<file path="config.mk">
export PLATFORM = sky130hd
export DESIGN_NAME = spi_mem_arbiter_flat
export DESIGN_NICKNAME = d
export VERILOG_FILES = /design/src/rtl/spi_mem_arbiter_if.sv /design/src/rtl/spi_mem_arbiter.sv /design/src/flat_wrapper.sv
export SDC_FILE = /design/constraint.sdc
export NUM_CORES = 1
export LEC_CHECK = 0
export CORE_ASPECT_RATIO = 1.4
export CORE_UTILIZATION = 45
export CTS_BUF_LIST = sky130_fd_sc_hd__clkbuf_2 sky130_fd_sc_hd__clkbuf_4 sky130_fd_sc_hd__clkbuf_8
export DETAILED_ROUTE_END_ITERATION = 12
export PLACE_DENSITY = 0.92
export SETUP_SLACK_MARGIN = 0.02
export SYNTH_ARGS = -nofsm -noshare
export SYNTH_HDL_FRONTEND = slang
export SYNTH_SLANG_ARGS = --single-unit
</file>
<file path="constraint.sdc">
create_clock -name CLKA -period 6.5 [get_ports CLKA]
set_input_delay 1.625 -clock CLKA [delete_from_list [all_inputs] [get_ports CLKA]]
set_output_delay 1.625 -clock CLKA [all_outputs]
set_load 0.03 [all_outputs]
</file>
<file path="src/rtl/spi_mem_arbiter_if.sv">
// Request and SPI-master bundles for the shared SPI memory arbiter.
// mem_req_if: requester <-> arbiter; spi_xfer_if: arbiter <-> SPI master.
interface mem_req_if #(
    parameter int LEN_W = 8
);
    logic             valid;
    logic [7:0]       cmd;
    logic [23:0]      addr;
    logic [LEN_W-1:0] len;
    logic             ready;
    logic             done;

    modport master (
        output valid, cmd, addr, len,
        input  ready, done
    );

    modport slave (
        input  valid, cmd, addr, len,
        output ready, done
    );
endinterface

interface spi_xfer_if #(
    parameter int LEN_W = 8
);
    logic             start;
    logic [7:0]       cmd;
    logic [23:0]      addr;
    logic [LEN_W-1:0] len;
    logic             busy;
    logic             done;

    modport master (
        output start, cmd, addr, len,
        input  busy, done
    );

    modport slave (
        input  start, cmd, addr, len,
        output busy, done
    );
endinterface

</file>
<file path="src/rtl/spi_mem_arbiter.sv">
// Round-robin arbiter sharing one SPI memory master between two requesters.
// Also sequences memory power: power-up delay, inter-transaction gap, idle power-down.
module spi_mem_arbiter #(
    parameter int LEN_W        = 8,
    parameter int PWRUP_CYCLES = 1000,
    parameter int GAP_CYCLES   = 4,
    parameter int IDLE_CYCLES  = 65535
) (
    input  logic       CLKA,
    input  logic       rst_n,
    mem_req_if.slave   req0,
    mem_req_if.slave   req1,
    spi_xfer_if.master spi,
    output logic       mem_vcc,
    output logic       mem_ready,
    output logic       owner
);

    localparam int MAX_A = (PWRUP_CYCLES > GAP_CYCLES) ? PWRUP_CYCLES : GAP_CYCLES;
    localparam int MAX_B = (MAX_A > IDLE_CYCLES) ? MAX_A : IDLE_CYCLES;
    localparam int CNT_W = $clog2(MAX_B) + 1;

    localparam logic [CNT_W-1:0] PWRUP_L = CNT_W'(PWRUP_CYCLES);
    localparam logic [CNT_W-1:0] GAP_L   = CNT_W'(GAP_CYCLES);
    localparam logic [CNT_W-1:0] IDLE_L  = CNT_W'(IDLE_CYCLES);

    typedef enum logic [2:0] {
        S_OFF,
        S_PWRUP,
        S_IDLE,
        S_ISSUE,
        S_WAIT,
        S_GAP
    } state_t;

    state_t           state;
    logic [CNT_W-1:0] cnt;
    logic [CNT_W-1:0] cnt_nxt;
    logic             rr_ptr;

    logic             any_valid;
    logic             win;
    logic [7:0]       cmd_sel;
    logic [23:0]      addr_sel;
    logic [LEN_W-1:0] len_sel;

    // Pick the winner: lone requester wins, a tie goes to the rr pointer.
    always_comb begin
        any_valid = req0.valid | req1.valid;
        win       = 1'b0;
        if (req0.valid && req1.valid) begin
            win = rr_ptr;
        end else begin
            win = req1.valid;
        end
        cmd_sel  = win ? req1.cmd  : req0.cmd;
        addr_sel = win ? req1.addr : req0.addr;
        len_sel  = win ? req1.len  : req0.len;
        cnt_nxt  = cnt + 1'b1;
    end

    // Power/transaction sequencer with registered outputs.
    always_ff @(posedge CLKA) begin
        if (!rst_n) begin
            state      <= S_OFF;
            cnt        <= '0;
            rr_ptr     <= 1'b0;
            owner      <= 1'b0;
            mem_vcc    <= 1'b0;
            mem_ready  <= 1'b0;
            req0.ready <= 1'b0;
            req1.ready <= 1'b0;
            req0.done  <= 1'b0;
            req1.done  <= 1'b0;
            spi.start  <= 1'b0;
            spi.cmd    <= '0;
            spi.addr   <= '0;
            spi.len    <= '0;
        end else begin
            req0.ready <= 1'b0;
            req1.ready <= 1'b0;
            req0.done  <= 1'b0;
            req1.done  <= 1'b0;
            spi.start  <= 1'b0;
            unique case (state)
                S_OFF: begin
                    if (any_valid) begin
                        state   <= S_PWRUP;
                        mem_vcc <= 1'b1;
                        cnt     <= '0;
                    end
                end
                S_PWRUP: begin
                    if (cnt_nxt >= PWRUP_L) begin
                        state     <= S_IDLE;
                        mem_ready <= 1'b1;
                        cnt       <= '0;
                    end else begin
                        cnt <= cnt_nxt;
                    end
                end
                S_IDLE: begin
                    if (any_valid) begin
                        state      <= S_ISSUE;
                        owner      <= win;
                        rr_ptr     <= ~win;
                        req0.ready <= ~win;
                        req1.ready <= win;
                        spi.cmd    <= cmd_sel;
                        spi.addr   <= addr_sel;
                        spi.len    <= len_sel;
                        cnt        <= '0;
                    end else if (IDLE_CYCLES != 0) begin
                        if (cnt_nxt == IDLE_L) begin
                            state     <= S_OFF;
                            mem_vcc   <= 1'b0;
                            mem_ready <= 1'b0;
                            cnt       <= '0;
                        end else begin
                            cnt <= cnt_nxt;
                        end
                    end
                end
                S_ISSUE: begin
                    if (!spi.busy) begin
                        spi.start <= 1'b1;
                        state     <= S_WAIT;
                    end
                end
                S_WAIT: begin
                    if (spi.done) begin
                        req0.done <= ~owner;
                        req1.done <= owner;
                        state     <= S_GAP;
                        cnt       <= '0;
                    end
                end
                S_GAP: begin
                    if (cnt_nxt >= GAP_L) begin
                        state <= S_IDLE;
                        cnt   <= '0;
                    end else begin
                        cnt <= cnt_nxt;
                    end
                end
                default: begin
                    state <= S_OFF;
                end
            endcase
        end
    end

endmodule

</file>
<file path="src/flat_wrapper.sv">
// flat-port wrapper written by rule: the top's interface ports become plain ports
module spi_mem_arbiter_flat 
#(
    parameter int LEN_W        = 8,
    parameter int PWRUP_CYCLES = 1000,
    parameter int GAP_CYCLES   = 4,
    parameter int IDLE_CYCLES  = 65535
)
  (CLKA, rst_n, mem_vcc, mem_ready, owner, req0_valid, req0_cmd, req0_addr, req0_len, req0_ready, req0_done, req1_valid, req1_cmd, req1_addr, req1_len, req1_ready, req1_done, spi_start, spi_cmd, spi_addr, spi_len, spi_busy, spi_done);
  mem_req_if #(.LEN_W(LEN_W)) req0_i ();
  mem_req_if #(.LEN_W(LEN_W)) req1_i ();
  spi_xfer_if #(.LEN_W(LEN_W)) spi_i ();
  input  logic CLKA;
  input  logic rst_n;
  output logic mem_vcc;
  output logic mem_ready;
  output logic owner;
  input wire logic [$bits(req0_i.valid)-1:0] req0_valid;
  input wire logic [$bits(req0_i.cmd)-1:0] req0_cmd;
  input wire logic [$bits(req0_i.addr)-1:0] req0_addr;
  input wire logic [$bits(req0_i.len)-1:0] req0_len;
  output wire logic [$bits(req0_i.ready)-1:0] req0_ready;
  output wire logic [$bits(req0_i.done)-1:0] req0_done;
  input wire logic [$bits(req1_i.valid)-1:0] req1_valid;
  input wire logic [$bits(req1_i.cmd)-1:0] req1_cmd;
  input wire logic [$bits(req1_i.addr)-1:0] req1_addr;
  input wire logic [$bits(req1_i.len)-1:0] req1_len;
  output wire logic [$bits(req1_i.ready)-1:0] req1_ready;
  output wire logic [$bits(req1_i.done)-1:0] req1_done;
  output wire logic [$bits(spi_i.start)-1:0] spi_start;
  output wire logic [$bits(spi_i.cmd)-1:0] spi_cmd;
  output wire logic [$bits(spi_i.addr)-1:0] spi_addr;
  output wire logic [$bits(spi_i.len)-1:0] spi_len;
  input wire logic [$bits(spi_i.busy)-1:0] spi_busy;
  input wire logic [$bits(spi_i.done)-1:0] spi_done;
  assign req0_i.valid = req0_valid;
  assign req0_i.cmd = req0_cmd;
  assign req0_i.addr = req0_addr;
  assign req0_i.len = req0_len;
  assign req0_ready = req0_i.ready;
  assign req0_done = req0_i.done;
  assign req1_i.valid = req1_valid;
  assign req1_i.cmd = req1_cmd;
  assign req1_i.addr = req1_addr;
  assign req1_i.len = req1_len;
  assign req1_ready = req1_i.ready;
  assign req1_done = req1_i.done;
  assign spi_start = spi_i.start;
  assign spi_cmd = spi_i.cmd;
  assign spi_addr = spi_i.addr;
  assign spi_len = spi_i.len;
  assign spi_i.busy = spi_busy;
  assign spi_i.done = spi_done;
  spi_mem_arbiter #(.LEN_W(LEN_W), .PWRUP_CYCLES(PWRUP_CYCLES), .GAP_CYCLES(GAP_CYCLES), .IDLE_CYCLES(IDLE_CYCLES)) u_core (.CLKA(CLKA), .rst_n(rst_n), .req0(req0_i), .req1(req1_i), .spi(spi_i), .mem_vcc(mem_vcc), .mem_ready(mem_ready), .owner(owner));
endmodule
</file>
# Yosys cells after proc, flatten, opt, wreduce, memory -nomap -nowiden
# Cells that the tools add are included.
# classes
bitwise_logic	3
muxes	26
reduce_logical	13
add_sub_neg	1
eq_ne	14
magnitude_cmp	2
# op_table
cell	count
$mux W17	6
$pmux W17 S5	1
$mux W24	1
$mux W3	7
$pmux W3 S6	1
$add A17 B1 Y17 const B	1
$eq A17 B16 Y1 const B	1
$ge A17 B10 Y1 const B	1
$ge A17 B3 Y1 const B	1
$mux W8	2
$reduce_and A3 Y1	3
$ne A2 B1 Y1 const B	4
$reduce_and A4 Y1	2
$eq A3 B2 Y1 const B	2
$eq A3 B3 Y1 const B	2
$mux W1	6
$ne A2 B2 Y1 const B	3
$reduce_and A6 Y1	1
$reduce_bool A5 Y1	1
$pmux W1 S2	2
$reduce_and A2 Y1	2
$reduce_bool A2 Y1	2
$eq A3 B1 Y1 const B	1
$logic_not A3 Y1	1
4 further kinds	5
# word_totals
regBits	69
out_inout_bits	48
input_bits	86
word_cells	73

# Longest topological paths before layout
# logic_depth
ltp_word	5
depth_mapped	12
mapped_depth_nobuf	9

# Worst setup path after synthesis
# OpenSTA, ideal clock, no wires.
# synth_timing
path_kind	input-to-reg
from	in req0_valid
to	reg u_core.spi.addr[0]
setup_ns	0.137
path_buffers	2
setup_slack_ns	3.544
t_required_ns	6.363
path_stages	6
arrival_ns	2.818
path_cell_list	inv_1 o21ai_0 clkbuf_1 buf_1 mux2i_1 a211oi_1
# synth_via
elab_chain_cells	3
word_cells_on_any_way	5
cone_classes	2 x mux; 1 x bitwise; 2 x reduce/logical
# synth_lines
element	line	text
start: declaration	flat_wrapper.sv:18	input wire logic [$bits(req0_i.valid)-1:0] req0_valid;
$logic_and A1 B1 Y1	spi_mem_arbiter.sv:51	if (req0.valid && req1.valid) begin
$mux W1	spi_mem_arbiter.sv:51	
$mux W24	spi_mem_arbiter.sv:57	addr_sel = win ? req1.addr : req0.addr;
end signal: assignment	spi_mem_arbiter.sv:110	spi.addr <= addr_sel;
end: declaration	spi_mem_arbiter_if.sv:35	output start, cmd, addr, len,
# Parallel ways exist; a longest one is shown, timed or not.
# A chain may end at the register's enable or synchronous reset.

# Final worst setup path
# layout_timing
from	in req1_valid
to	reg u_core.spi.addr[13]
# layout_via
elab_chain_cells	3
word_cells_on_any_way	5
cone_classes	2 x mux; 1 x bitwise; 2 x reduce/logical
# layout_lines
element	line	text
start: declaration	flat_wrapper.sv:24	input wire logic [$bits(req1_i.valid)-1:0] req1_valid;
$logic_and A1 B1 Y1	spi_mem_arbiter.sv:51	
$mux W1	spi_mem_arbiter.sv:51	
$mux W24	spi_mem_arbiter.sv:57	
# Parallel ways exist; a longest one is shown, timed or not.

==> metrics <==
outcome finished, final reports clean; setup repair after global routing missed its margin false; CTS Buffer Depth 2; Core Area 7850 µm²; height of the die 109 µm; CTS Root Cell clkbuf_8; Clock Latency Late Sink 0.36 ns; commonest non-fill, non-tap cell in the layout clkdlybuf4s50_1; pin count of the biggest net entering global routing 55; DP HPWL between 7000 and 8000 µm; Seq cells post-synth 69; Pins Over Slew Limit 0; Boundary Pins 134; VDD IR-drop max 0.000231 V; Main synth FF type dfxtp_1; worst setup margin 2.69 ns; Worst-path clk slew about 0.090 ns; critical-path cell list clkdlybuf4s50_1 -> nor2_1 -> nor3_1 -> and2_2 -> buf_4 -> nor2_1 -> a211oi_1; dpl cells 630; Syn Inst Count 433; CP top delay family simple AND/OR/NAND/NOR gates; synth unique cells between 50 and 60; NumNets Final 629; Resized cells post-CTS 0; top post-synthesis cells by area dfxtp_1 37%, mux2i_1 11%, a211oi_1 8.5%; min cycle time layout 3.81 ns; Post-Syn Area ~3700 µm²; Initial Util 0.471; drt first pass iters 5; fmax 0.262 GHz; pwr dens about 320 nW/µm²; Total Wirelength 10900 µm; Final GP Congestion approximately 0.91; Startpoint Class input pin; non-filler instance count after layout roughly 650; post-route ant nets 0; # DRC 0; Worst Path Required 6.75 ns; vias in the first global route approximately 3700; initial antenna violation count 0; total number of yosys warnings 0; global-route wire length before repair about 18000 µm; Crit path largest cell delay 0.67 ns; Worst Skew approximately 0.012 ns; worst endpoint data arrival time 4.06 ns; post-placement setup slack 2.38 ns; Die W 78.6 µm; final hold violation count 0; cell mode on critical path nor2_1; Slew HR 0.378; Avg Inst Size Synth 8.54 µm²; hold_buf cts 0; number of flops mapped to enable cells by yosys 0; total track usage 0.267; Die Area 8590 µm²; DR iter-0 viols 249; num rows 38; power after layout 1.64 mW; worst hold-check path type reg -> reg; gr ovfl total 0; CTS tree yes; setup TNS 0 ns; Synth top area share 0.374; Crit path buffers/inverters 2; post-synthesis sequential area ratio 0.374; Vias per Instance about 5.8; Setup Buffers After CTS 0; CTS sink cnt 69; most frequent cells in the layout 133 x clkdlybuf4s50_1, 69 x nor2_1, 69 x dfxtp_1; # port buffers 133; Hold WS 0.485 ns; area delta synth->final 40.1%; Post-synth ARST share 0; static leakage power about 1.9 nW; area leader, netlist dfxtp_1; routed vias 3746; WL/cell 16.9 µm; total CTS buffers 9; htree depth 3; Mapped Nets 521; crit end category register; crit path max fanout 42; setup violators final 0; antenna cells 0; Worst-Margin Slew 0.932 ns; critical setup path kind in -> reg; CP max stage cell and2_2; max cap viols 0; fraction of layout cells with a size suffix above 1 0.0623; final critical-path share of the clock period 0.586
## report_power, final
part	switching, mW	internal [mW]
combinational	0.413	0.291
clock	0.178	0.179
sequential	0.0690	0.506
## sequential cells by signal (all words and copies together), names as in the netlist
name / count
u_core.rr_ptr: 1
u_core.state: 3
u_core.spi.cmd: 8
u_core.spi.len: 8
u_core.owner: 1
u_core.spi.addr: 24
u_core.req1.ready: 1
u_core.req1.done: 1
u_core.req0.ready: 1
u_core.mem_ready: 1
u_core.req0.done: 1
u_core.mem_vcc: 1
u_core.spi.start: 1
u_core.cnt: 17
## per-layer routing
layer	wire length, µm	GRT usage	vias to the layer above
li1	-	-	1796
met1	3930	0.274	1720
met2	5660	0.483	183
met3	852	0.0720	47
met4	476	0.155	0
met5	0	0	-
## worst register-to-register path: cells and delay by family (launching register included)
family	cells	cell delay, ns
compound gates	4	1.45
fa+ha+maj	1	0.45
flops	1	0.50
simple gates	4	1.12
## per-stage QoR
step                      utilization  cell area (µm²)
after global placement          0.635             4980
final                           0.660             5180
after CTS                       0.660             5180
after detailed placement        0.635             4980
after global routing            0.660             5180
after floorplan                     -             3700
## synthesized netlist by cell type (2+ instances only)
master and instances:
a22oi_1 2, xor2_1 3, a211oi_1 42, a2111oi_2 2, nand4_1 11, and2_1 2
buf_1 2, dfxtp_1 69, or4_1 2, o31ai_1 2, buf_6 5, nor4_1 6
buf_2 4, a2bb2oi_1 2, nor2_1 69, or3_4 2, nand4b_1 2, or3_1 4
a21oi_1 9, nor3_1 11, o21ai_0 12, nor2b_1 2, mux2i_1 42, buf_4 4
xnor2_1 8, ha_1 2, a31oi_1 4, o211ai_1 4, inv_1 7, nand2_1 30
nand3_1 8, clkbuf_1 23, and3b_1 2, o21a_1 3, o311ai_1 2, nand2b_1 6
## cell type report
class / instances / area (µm²)
fill: 601 / 2670
timing repair buffer: 135 / 1350
multi-input combinational: 318 / 2100
inverter: 8 / 30.0
sequential: 69 / 1380
tap: 100 / 125
clock buffer: 9 / 124
clock inverter: 7 / 73.8
## cell families (layout without fill, tap and decap cells)
group | count (synthesis) | in the layout | share of synthesized area
fa+ha+maj | 2 | 2 | 0.00677
xor+xnor | 11 | 11 | 0.0261
flops | 69 | 69 | 0.374
mux | 42 | 42 | 0.114
buf+inv | 46 | 159 | 0.0623
simple gates | 164 | 164 | 0.218
compound gates | 99 | 99 | 0.200
## worst paths after layout
path,start,to,slack [ns],cells past startpoint
hold reg to reg,u_core.owner,u_core.req0.done,0.48,1
setup reg to reg,u_core.cnt[1],u_core.cnt[9],2.90,9
hold / removal,u_core.owner,u_core.req0.done,0.48,1
setup / recovery,req1_valid,u_core.spi.addr[13],2.69,7
No activity file was read; power rests on OpenSTA's default activity.
